[src/rtl/uart_cmd_pkg.sv]
// Shared types and ASCII constants for the UART command responder.
package uart_cmd_pkg;

    typedef enum logic [2:0] {
        ST_IDLE,
        ST_WAIT,
        ST_DECODE,
        ST_TX,
        ST_TXGAP
    } state_t;

    typedef enum logic [1:0] {
        CMD_NONE,
        CMD_READ,
        CMD_WRITE
    } cmd_t;

    localparam int unsigned REPLY_LEN = 4;
    localparam int unsigned CNT_W     = 3;
    localparam int unsigned ACC_W     = 16;

    localparam logic [7:0] ASCII_CR = 8'h0D;
    localparam logic [7:0] ASCII_LF = 8'h0A;
    localparam logic [7:0] ASCII_R  = 8'h52;
    localparam logic [7:0] ASCII_LR = 8'h72;
    localparam logic [7:0] ASCII_W  = 8'h57;
    localparam logic [7:0] ASCII_LW = 8'h77;
    localparam logic [7:0] ASCII_O  = 8'h4F;
    localparam logic [7:0] ASCII_K  = 8'h4B;
    localparam logic [7:0] ASCII_E  = 8'h45;

    // Line parse state carried between received bytes
    typedef struct packed {
        logic             active;
        cmd_t             cmd;
        logic [CNT_W-1:0] digit_cnt;
        logic [ACC_W-1:0] acc;
        logic             err;
    } parse_t;

    function automatic logic is_term(input logic [7:0] b);
        return (b == ASCII_CR) || (b == ASCII_LF);
    endfunction

endpackage

[src/rtl/hex_ascii.sv]
// Combinational nibble-to-ASCII encode and ASCII-to-nibble decode.
module hex_ascii (
    input  logic [3:0] nibble,
    input  logic [7:0] ascii,
    output logic [7:0] ascii_c,
    output logic [3:0] nibble_c,
    output logic       valid_c
);

    // Encode a nibble as an uppercase hex character
    always_comb begin
        ascii_c = (nibble < 4'd10) ? (8'h30 + {4'h0, nibble}) : (8'h37 + {4'h0, nibble});
    end

    // Decode 0-9, A-F, a-f; anything else is flagged invalid
    always_comb begin
        nibble_c = 4'h0;
        valid_c  = 1'b0;
        if (ascii >= 8'h30 && ascii <= 8'h39) begin
            nibble_c = ascii[3:0];
            valid_c  = 1'b1;
        end else if ((ascii >= 8'h41 && ascii <= 8'h46) || (ascii >= 8'h61 && ascii <= 8'h66)) begin
            nibble_c = ascii[3:0] + 4'd9;
            valid_c  = 1'b1;
        end
    end

endmodule

[src/rtl/uart_cmd_responder.sv]
// ASCII read/write command responder between the UART FIFOs and a register bank.
module uart_cmd_responder
    import uart_cmd_pkg::*;
#(
    parameter int unsigned NUM_REGS  = 16,
    parameter logic [7:0]  REG_RESET = 8'h00
) (
    input  logic                  clk,
    input  logic                  reset_n,
    input  logic                  rx_fifo_empty,
    input  logic [7:0]            rx_fifo_data_out,
    output logic                  rx_fifo_read_en,
    input  logic                  uart_tx_fifo_ready,
    output logic                  start_uart_tx,
    output logic [7:0]            uart_tx_data,
    output logic [8*NUM_REGS-1:0] regs_flat,
    output logic                  reg_wr_pulse,
    output logic [7:0]            reg_wr_addr,
    output logic                  busy
);

    localparam int unsigned AW         = (NUM_REGS > 1) ? $clog2(NUM_REGS) : 1;
    localparam logic [8:0]  NUM_REGS_9 = 9'(NUM_REGS);

    state_t     state;
    parse_t     ps;
    parse_t     ps_nxt;
    logic [7:0] regs_q [NUM_REGS];
    logic [7:0] reply_buf [REPLY_LEN];
    logic       reply_hex;
    logic [1:0] tx_idx;

    logic       digit_valid;
    logic [3:0] digit_val;
    logic [7:0] hex_char;
    logic [3:0] tx_nib;
    logic [7:0] tx_byte;
    logic [7:0] exec_addr;
    logic       addr_ok;
    logic       count_ok;
    logic       line_err;
    logic [7:0] rd_val;

    // Single converter: decodes the incoming byte, encodes the outgoing reply nibble
    hex_ascii u_hex (
        .nibble   (tx_nib),
        .ascii    (rx_fifo_data_out),
        .ascii_c  (hex_char),
        .nibble_c (digit_val),
        .valid_c  (digit_valid)
    );

    // Flatten the register bank onto the output bus
    for (genvar gi = 0; gi < NUM_REGS; gi++) begin : g_flat
        assign regs_flat[8*gi +: 8] = regs_q[gi];
    end

    // Command execution terms evaluated when a terminator arrives
    always_comb begin
        exec_addr = (ps.cmd == CMD_WRITE) ? ps.acc[15:8] : ps.acc[7:0];
        addr_ok   = ({1'b0, exec_addr} < NUM_REGS_9);
        count_ok  = ((ps.cmd == CMD_READ)  && (ps.digit_cnt == 3'd2)) ||
                    ((ps.cmd == CMD_WRITE) && (ps.digit_cnt == 3'd4));
        line_err  = ps.err || !count_ok || !addr_ok;
        rd_val    = addr_ok ? regs_q[AW'(exec_addr)] : 8'h00;
        tx_nib    = reply_buf[tx_idx][3:0];
        tx_byte   = (reply_hex && !tx_idx[1]) ? hex_char : reply_buf[tx_idx];
    end

    // Parse-state update for a non-terminator byte
    always_comb begin
        ps_nxt = ps;
        if (!ps.active) begin
            ps_nxt.active = 1'b1;
            if (rx_fifo_data_out == ASCII_R || rx_fifo_data_out == ASCII_LR) begin
                ps_nxt.cmd = CMD_READ;
            end else if (rx_fifo_data_out == ASCII_W || rx_fifo_data_out == ASCII_LW) begin
                ps_nxt.cmd = CMD_WRITE;
            end else begin
                ps_nxt.err = 1'b1;
            end
        end else if (!ps.err) begin
            if (digit_valid) begin
                ps_nxt.acc       = {ps.acc[11:0], digit_val};
                ps_nxt.digit_cnt = (ps.digit_cnt == 3'd7) ? 3'd7 : ps.digit_cnt + 3'd1;
            end else begin
                ps_nxt.err = 1'b1;
            end
        end
    end

    // Main FSM: pop, decode, execute, and stream the reply
    always_ff @(posedge clk or negedge reset_n) begin
        if (!reset_n) begin
            state           <= ST_IDLE;
            ps              <= '0;
            reply_hex       <= 1'b0;
            tx_idx          <= 2'd0;
            rx_fifo_read_en <= 1'b0;
            start_uart_tx   <= 1'b0;
            uart_tx_data    <= 8'h00;
            reg_wr_pulse    <= 1'b0;
            reg_wr_addr     <= 8'h00;
            busy            <= 1'b0;
            for (int unsigned i = 0; i < REPLY_LEN; i++) reply_buf[i] <= 8'h00;
            for (int unsigned i = 0; i < NUM_REGS; i++)  regs_q[i]    <= REG_RESET;
        end else begin
            rx_fifo_read_en <= 1'b0;
            start_uart_tx   <= 1'b0;
            reg_wr_pulse    <= 1'b0;
            case (state)
                ST_IDLE: begin
                    if (!rx_fifo_empty) begin
                        rx_fifo_read_en <= 1'b1;
                        state           <= ST_WAIT;
                        busy            <= 1'b1;
                    end
                end
                ST_WAIT: begin
                    state <= ST_DECODE;
                end
                ST_DECODE: begin
                    if (!is_term(rx_fifo_data_out)) begin
                        ps    <= ps_nxt;
                        state <= ST_IDLE;
                        busy  <= 1'b0;
                    end else if (!ps.active) begin
                        state <= ST_IDLE;
                        busy  <= 1'b0;
                    end else begin
                        reply_buf[2] <= ASCII_CR;
                        reply_buf[3] <= ASCII_LF;
                        tx_idx       <= 2'd0;
                        state        <= ST_TX;
                        if (line_err) begin
                            reply_buf[0] <= ASCII_E;
                            reply_buf[1] <= ASCII_R;
                            reply_hex    <= 1'b0;
                        end else if (ps.cmd == CMD_WRITE) begin
                            regs_q[AW'(exec_addr)] <= ps.acc[7:0];
                            reg_wr_pulse           <= 1'b1;
                            reg_wr_addr            <= exec_addr;
                            reply_buf[0]           <= ASCII_O;
                            reply_buf[1]           <= ASCII_K;
                            reply_hex              <= 1'b0;
                        end else begin
                            reply_buf[0] <= {4'h0, rd_val[7:4]};
                            reply_buf[1] <= {4'h0, rd_val[3:0]};
                            reply_hex    <= 1'b1;
                        end
                    end
                end
                ST_TX: begin
                    if (uart_tx_fifo_ready) begin
                        start_uart_tx <= 1'b1;
                        uart_tx_data  <= tx_byte;
                        if (tx_idx == 2'd3) begin
                            ps    <= '0;
                            state <= ST_IDLE;
                            busy  <= 1'b0;
                        end else begin
                            tx_idx <= tx_idx + 2'd1;
                            state  <= ST_TXGAP;
                        end
                    end
                end
                ST_TXGAP: begin
                    state <= ST_TX;
                end
                default: begin
                    state <= ST_IDLE;
                    busy  <= 1'b0;
                end
            endcase
        end
    end

endmodule

[config.mk]
export PLATFORM = sky130hd
export DESIGN_NAME = uart_cmd_responder
export DESIGN_NICKNAME = d
export VERILOG_FILES = /design/src/rtl/uart_cmd_pkg.sv /design/src/rtl/hex_ascii.sv /design/src/rtl/uart_cmd_responder.sv
export SDC_FILE = /design/constraint.sdc
export NUM_CORES = 1
export LEC_CHECK = 0
export CORE_ASPECT_RATIO = 0.75
export CORE_MARGIN = 2
export CORE_UTILIZATION = 45
export DETAILED_ROUTE_END_ITERATION = 7
export PLACE_DENSITY = 0.7
export SLEW_MARGIN = 0
export SYNTH_ARGS = -nofsm -noshare
export SYNTH_HDL_FRONTEND = slang
export SYNTH_SLANG_ARGS = --single-unit
[constraint.sdc]
create_clock -name clk -period 7.4 [get_ports clk]
set_input_delay 1.48 -clock clk [delete_from_list [all_inputs] [get_ports clk]]
set_output_delay 1.48 -clock clk [all_outputs]
set_load 0.1 [all_outputs]
==> results of run 1 <==
==> logic make-up (layout without fill, tap and decap cells) <==
family | Yosys count | in the layout
simple gates | 244 | 244
flops | 187 | 187
mux | 171 | 171
compound gates | 144 | 144
buf+inv | 87 | 232
fa+ha+maj | 9 | 9
xor+xnor | 5 | 5
other cells | 1 | 1
==> cell usage after synthesis, types with 11 or more instances <==
| library cell | n | area share, % |
|---|---|---|
| mux2i_1 | 35 | 3.7 |
| buf_1 | 12 | 0.48 |
| clkbuf_1 | 38 | 1.5 |
| nand2_1 | 107 | 4.3 |
| nor2_1 | 44 | 1.8 |
| o21ai_0 | 37 | 2.0 |
| nand3_1 | 17 | 0.91 |
| nand3b_1 | 11 | 0.88 |
| dfrtp_1 | 187 | 50 |
| a211oi_1 | 37 | 3.0 |
| inv_1 | 29 | 1.2 |
| mux2_2 | 134 | 16 |
| a21oi_1 | 11 | 0.59 |
==> power by group through the flow <==
stage / combinational [mW] / clock, mW / sequential (mW)
after global routing: 0.493 / 0.988 / 1.13
after detailed placement: 0.448 / 0 / 1.15
after floorplan: 0.291 / 0 / 1.18
after global placement: 0.443 / 0 / 1.15
final: 0.451 / 0.928 / 1.13
after CTS: 0.449 / 0.939 / 1.13
==> state kept, by name, summed over array words and instances (netlist names), 2 cells and up <==
name / count
tx_idx: 2
reg_wr_addr: 8
state: 3
ps: 23
uart_tx_data: 7
regs_flat: 128
reply_buf: 11
==> stage by stage <==
| stage | power [mW] | setup slack, ns | util [%] |
|---|---|---|---|
| after detailed placement | 1.59 | 2.25 | 55.1 |
| after global routing | 2.62 | 2.59 | 58.0 |
| after CTS | 2.51 | 2.69 | 58.0 |
| after floorplan | 1.47 | 3.37 | - |
| after global placement | 1.59 | 2.35 | 55.1 |
| final | 2.51 | 2.68 | 58.0 |
==> metal layers <==
| layer | GRT usage, % | wire [µm] |
|---|---|---|
| met1 | 38.8 | 13100 |
| met2 | 35.0 | 11000 |
| met3 | 6.60 | 2390 |
| met4 | 6.64 | 426 |
| met5 | 0 | 0 |
==> cell type report <==
| class | count | area [µm²] | area share (%) |
|---|---|---|---|
| inverters | 29 | 109 | 0.924 |
| well taps | 282 | 353 | 2.99 |
| repair buffers | 171 | 1680 | 14.3 |
| clock buffers | 19 | 453 | 3.84 |
| multi-input cells | 574 | 4370 | 37.1 |
| flip-flops and latches | 187 | 4680 | 39.7 |
| clock inverters | 13 | 140 | 1.19 |
==> worst min-delay path, cell delays in order, from the launching register on <==
cell and delay, ns:
dfrtp_1 0.35, nand2_1 0.05, nand2_1 0.05
==> placed cells by master, fill, tap and decap left out, drive strengths merged, types with 4 or more instances in the layout <==
| master | netlist | routed |
|---|---|---|
| o31ai | 8 | 8 |
| xnor2 | 5 | 5 |
| buf | 20 | 14 |
| nand3 | 20 | 20 |
| a21o | 4 | 4 |
| nor4 | 8 | 8 |
| clkbuf | 38 | 19 |
| nand3b | 12 | 12 |
| mux2 | 134 | 134 |
| and2 | 8 | 8 |
| ha | 9 | 9 |
| nor4bb | 4 | 4 |
| inv | 29 | 33 |
| a21oi | 11 | 11 |
| o41ai | 4 | 4 |
| o21ai | 38 | 38 |
| mux2i | 35 | 35 |
| o211ai | 5 | 5 |
| o2111ai | 5 | 5 |
| nor2b | 8 | 8 |
| nor2 | 46 | 46 |
| nand4 | 4 | 4 |
| dfrtp | 187 | 187 |
| a31oi | 8 | 8 |
| nand2b | 5 | 5 |
| clkdlybuf4s50 | 0 | 157 |
| a211oi | 37 | 37 |
| clkinv | 0 | 7 |
| nor3 | 5 | 5 |
| nand2 | 108 | 108 |
| a22oi | 6 | 6 |
==> final timing paths <==
kind | to | cells past startpoint | from | slack [ns]
hold reg to reg | uart_tx_data[0]$_DFFE_PN0P_ | 2 | uart_tx_data[0]$_DFFE_PN0P_ | 0.48
min in group asynchronous | start_uart_tx$_DFF_PN0_ | 1 | reset_n | 1.17
setup reg to reg | regs_flat[22]$_DFFE_PN0P_ | 5 | ps[21]$_DFFE_PN0P_ | 3.65
max in group asynchronous | regs_flat[82]$_DFFE_PN0P_ | 2 | reset_n | 4.70
hold / removal | uart_tx_data[0]$_DFFE_PN0P_ | 2 | uart_tx_data[0]$_DFFE_PN0P_ | 0.48
setup / recovery | regs_flat[36]$_DFFE_PN0P_ | 7 | rx_fifo_data_out[3] | 2.68
==> metrics.csv, run 1 <==
metric,value,unit
die_area,22000,µm²
grt_pass1_wl,41700,µm
drc,0,
p_int,1.72,mW
synthFlopType,dfrtp_1,
htreeDepth,4,
start_util,46.1,%
hold_ws,0.476,ns
max_cap_viol_count,0,
async_flop_share,100,%
arrival,5.04,ns
placed_area,11200,µm²
status,"finished, final reports clean",
core-area,20300,µm²
path_class,primary input to flop,
finClkSkew,0.0107,ns
synth_edf_count,0,
dp_hpwl,18500,µm
netlist_instances,848,
grt_pass1_vias,7036,
synthMuxAreaShare,20.3,%
comb_power_share,18.0,%
cts.reportedPaths.clkPinSlew,0.07,ns
final_nets,1001,
cp_cell_sequence,clkdlybuf4s50_1 > or4b_4 > or4_1 > nor3_4 > and2_1 > and4_1 > mux2_2,
final_cells,1275,
detail_route.wl_per_cell,21.1,µm
ir_drop,0.000116,V
p_switching,0.785,mW
cp_slowest_cell,or4_1,
via_count,7286,
tightest_slew,1.09,ns
hold_path_class,flop to flop,
cts.repair.resized,0,
design_area,11800,µm²
synthesis.nets,869,
critPathMaxFanout,12,
area_growth,25.6,%
power_frac_clock,37.0,%
slew_headroom,26.8,%
wl,26800,µm
grt-ovfl-total,0,
cts.sinks,187,
synth_xor_area_share,0.467,%
worst_ep_required_time,7.72,ns
synthesis.area,9380,µm²
slew_violations,0,
die_w,171,µm
rsz0062_at_grt,no,
gp_congestion,0.880,
min_period,4.72,ns
cts_max_path_buffers,2,
first_pass_iters,5,
synth-seq-cells,187,
track_usage,25.2,%
cts_setup_buffers,0,
yosys_warnings,0,
pwr-share-seq,45.0,%
pin_count,160,
numCtsBuffers,17,
viasPerCell,5.71,
row_count,45,
antenna_cells,0,
ys_seq_area_share,49.9,%
synth_compound_area_share,10.5,%
cts_root_buf,clkbuf_16,
synth_top_family_by_area,multiplexers,
fin_crit_sh,63.8,%
switching_share,31.3,%
setup_viol,0,
syn-mean-instance-area,11.1,µm²
worst_setup_path_start_kind,primary input,
yosys.area_share.adder,1.20,%
nFillCells,1692,
cp-end-kind,flop,
setup_tns,0,ns
drive_gt1_share,20.6,%
p_per_area,213,nW/µm²
cts_tree,yes,
die_h,129,µm
ctsHoldBuffers,0,
crit_buf_inv,1,
dp.cells,1243,
fmax,0.212,GHz
grt_max_degree,114,
cp_top_family,simple AND/OR/NAND/NOR gates,
synth_simple_gate_area_share,14.0,%
port_buffers,158,
finalHoldViolations,0,
leakage,5.23,nW
antenna_found_initial,0,
clk_latency,0.44,ns
drt_iter0_drc,704,
ys_types,64,
cpPeakStageDelay,0.71,ns
ant_nets,0,
No activity file was read; power rests on OpenSTA's default activity.
==> inputs of run 2 (changes only) <==
Clock period 7.4 ns to 4.9 ns, I/O delays scaled along.
==> metrics.csv, run 2 (same netlist as run 1, synthesis figures left out) <==
metric,value,unit,change
status,"finished, final reports clean",,unchanged
row_count,45,,unchanged
port_buffers,158,,unchanged
nFillCells,1719,,was 1692
critPathMaxFanout,8,,was 12
worst_setup_path_start_kind,primary input,,unchanged
finish.utilization,58.3,%,was 58.0%
cpPeakStageDelay,0.67,ns,was 0.71 ns
final_cells,1283,,was 1275
drc,0,,unchanged
cts.repair.resized,0,,unchanged
arrival,4.15,ns,was 5.04 ns
finClkSkew,0.00945,ns,was 0.0107 ns
setup_tns,0,ns,unchanged
clk_latency,0.43,ns,was 0.44 ns
die_h,129,µm,unchanged
ctsHoldBuffers,0,,unchanged
hold_ws,0.480,ns,was 0.476 ns
fin_crit_sh,78.3,%,
slew_violations,0,,unchanged
rsz0062_at_grt,no,,unchanged
cts_max_path_buffers,2,,unchanged
wl,26900,µm,was 26800 µm
startpoint,rx_fifo_data_out[3],,unchanged
rr_endpoint,reply_buf[17]$_DFFE_PN0P_,,was regs_flat[22]$_DFFE_PN0P_
cp_cell_sequence,clkdlybuf4s50_1 > or4b_4 > or4_1 > nor3_4 > nand2_4 > nor4_4 > mux2_2,,was clkdlybuf4s50_1 > or4b_4 > or4_1 > nor3_4 > and2_1 > and4_1 > mux2_2
cts_setup_buffers,0,,unchanged
largest_reg_flops,128,,unchanged
layout.area.seq,4680,µm²,unchanged
layout.cells.most_common_list,"dfrtp_1, clkdlybuf4s50_1, mux2_2",,unchanged
cts_root_buf,clkbuf_16,,unchanged
fmax,0.261,GHz,
detail_route.wl_per_cell,21.0,µm,was 21.1 µm
drt_iter0_drc,608,,was 704
numCtsBuffers,17,,unchanged
viasPerCell,5.68,,was 5.71
cp-end-kind,flop,,unchanged
r2r_slack,1.37,ns,was 3.65 ns
dp_hpwl,18500,µm,about the same
grt_max_degree,106,,was 114
antenna_cells,0,,unchanged
path_class,primary input to flop,,unchanged
crit_end,regs_flat[123]$_DFFE_PN0P_,,was regs_flat[36]$_DFFE_PN0P_
worstRegToRegCells,7,,was 5
hold_path.startpoint,ps[16]$_DFFE_PN0P_,,was uart_tx_data[0]$_DFFE_PN0P_
design_area,11800,µm²,about the same
reg2reg_from,ps[9]$_DFFE_PN0P_,,was ps[21]$_DFFE_PN0P_
cp_top_family,simple AND/OR/NAND/NOR gates,,unchanged
gp_congestion,0.853,,was 0.880
pin_count,160,,unchanged
die_area,22000,µm²,unchanged
area_growth,26.3,%,was 25.6%
core-area,20300,µm²,unchanged
cts_tree,yes,,unchanged
crit_buf_inv,1,,unchanged
htreeDepth,4,,unchanged
slew_headroom,22.5,%,was 26.8%
p_per_area,318,nW/µm²,was 213 nW/µm²
min_period,3.84,ns,
placed_area,11300,µm²,was 11200 µm²
start_util,46.1,%,unchanged
cts.sinks,187,,unchanged
grt_pass1_vias,6962,,was 7036
via_count,7287,,was 7286
ir_drop,0.000233,V,was 0.000116 V
dp.cells,1251,,was 1243
grt_pass1_wl,41500,µm,was 41700 µm
setup_ws,1.06,ns,was 2.68 ns
hold_path_class,flop to flop,,unchanged
crit_cells,7,,unchanged
dp_slack,0.628,ns,was 2.25 ns
drive_gt1_share,21.1,%,was 20.6%
cts.reportedPaths.clkPinSlew,0.07,ns,about the same
setup_viol,0,,unchanged
cp_slowest_cell,nor4_4,,was or4_1
antenna_found_initial,0,,unchanged
grt-ovfl-total,0,,unchanged
max_cap_viol_count,0,,unchanged
final_nets,1009,,was 1001
tightest_slew,1.16,ns,was 1.09 ns
final_common_cell,dfrtp_1,,unchanged
first_pass_iters,5,,unchanged
finalHoldViolations,0,,unchanged
ant_nets,0,,unchanged
die_w,171,µm,unchanged
multiInputGateArea,4370,µm²,unchanged
track_usage,25.0,%,was 25.2%
p_total,3.77,mW,was 2.51 mW
worst_ep_required_time,5.22,ns,was 7.72 ns
leakage,5.25,nW,was 5.23 nW
run 2: worst min-delay path by stage:
stage                                             end  slack (ns)  cells past startpoint
final                              ps[16]$_DFFE_PN0P_        0.48                      2
after global routing               ps[15]$_DFFE_PN0P_        0.50                      2
after CTS                          ps[16]$_DFFE_PN0P_        0.48                      2
after detailed placement    reply_buf[19]$_DFFE_PN0P_        0.47                      2
after global placement    uart_tx_data[0]$_DFFE_PN0P_        0.45                      2
after floorplan             reply_buf[19]$_DFFE_PN0P_        0.44                      2
run 2: layer usage:
metal | vias up | global-route usage (%) | wire, µm
li1 | 3329 | - | -
met1 | 3642 | 39.6 | 13500
met2 | 295 | 34.4 | 11000
met3 | 21 | 5.22 | 2050
met4 | 0 | 6.94 | 365
met5 | - | 0 | 0
run 2: worst reg2reg max path: stages, from the launching register on:
cell	delay, ns
dfrtp_1	0.59
and3b_1	0.71
a21o_2	0.54
buf_4	0.51
mux2_2	0.42
o22a_1	0.21
a31oi_1	0.34
a211oi_1	0.09
run 2: final cells by class:
type | instances | area share [%]
sequential | 187 | 39.5
multi-input combinational | 574 | 36.9
timing repair buffer | 179 | 14.8
clock buffer | 24 | 4.24
tap | 282 | 2.98
inverter | 29 | 0.919
clock inverter | 8 | 0.697
run 2: power by group:
group	total [mW]	leakage (nW)	switching [mW]	internal (mW)
Clock	1.37	0.275	0.597	0.771
Sequential	1.70	2.58	0.102	1.60
Combinational	0.695	2.39	0.477	0.218
Total	3.77	5.25	1.18	2.59
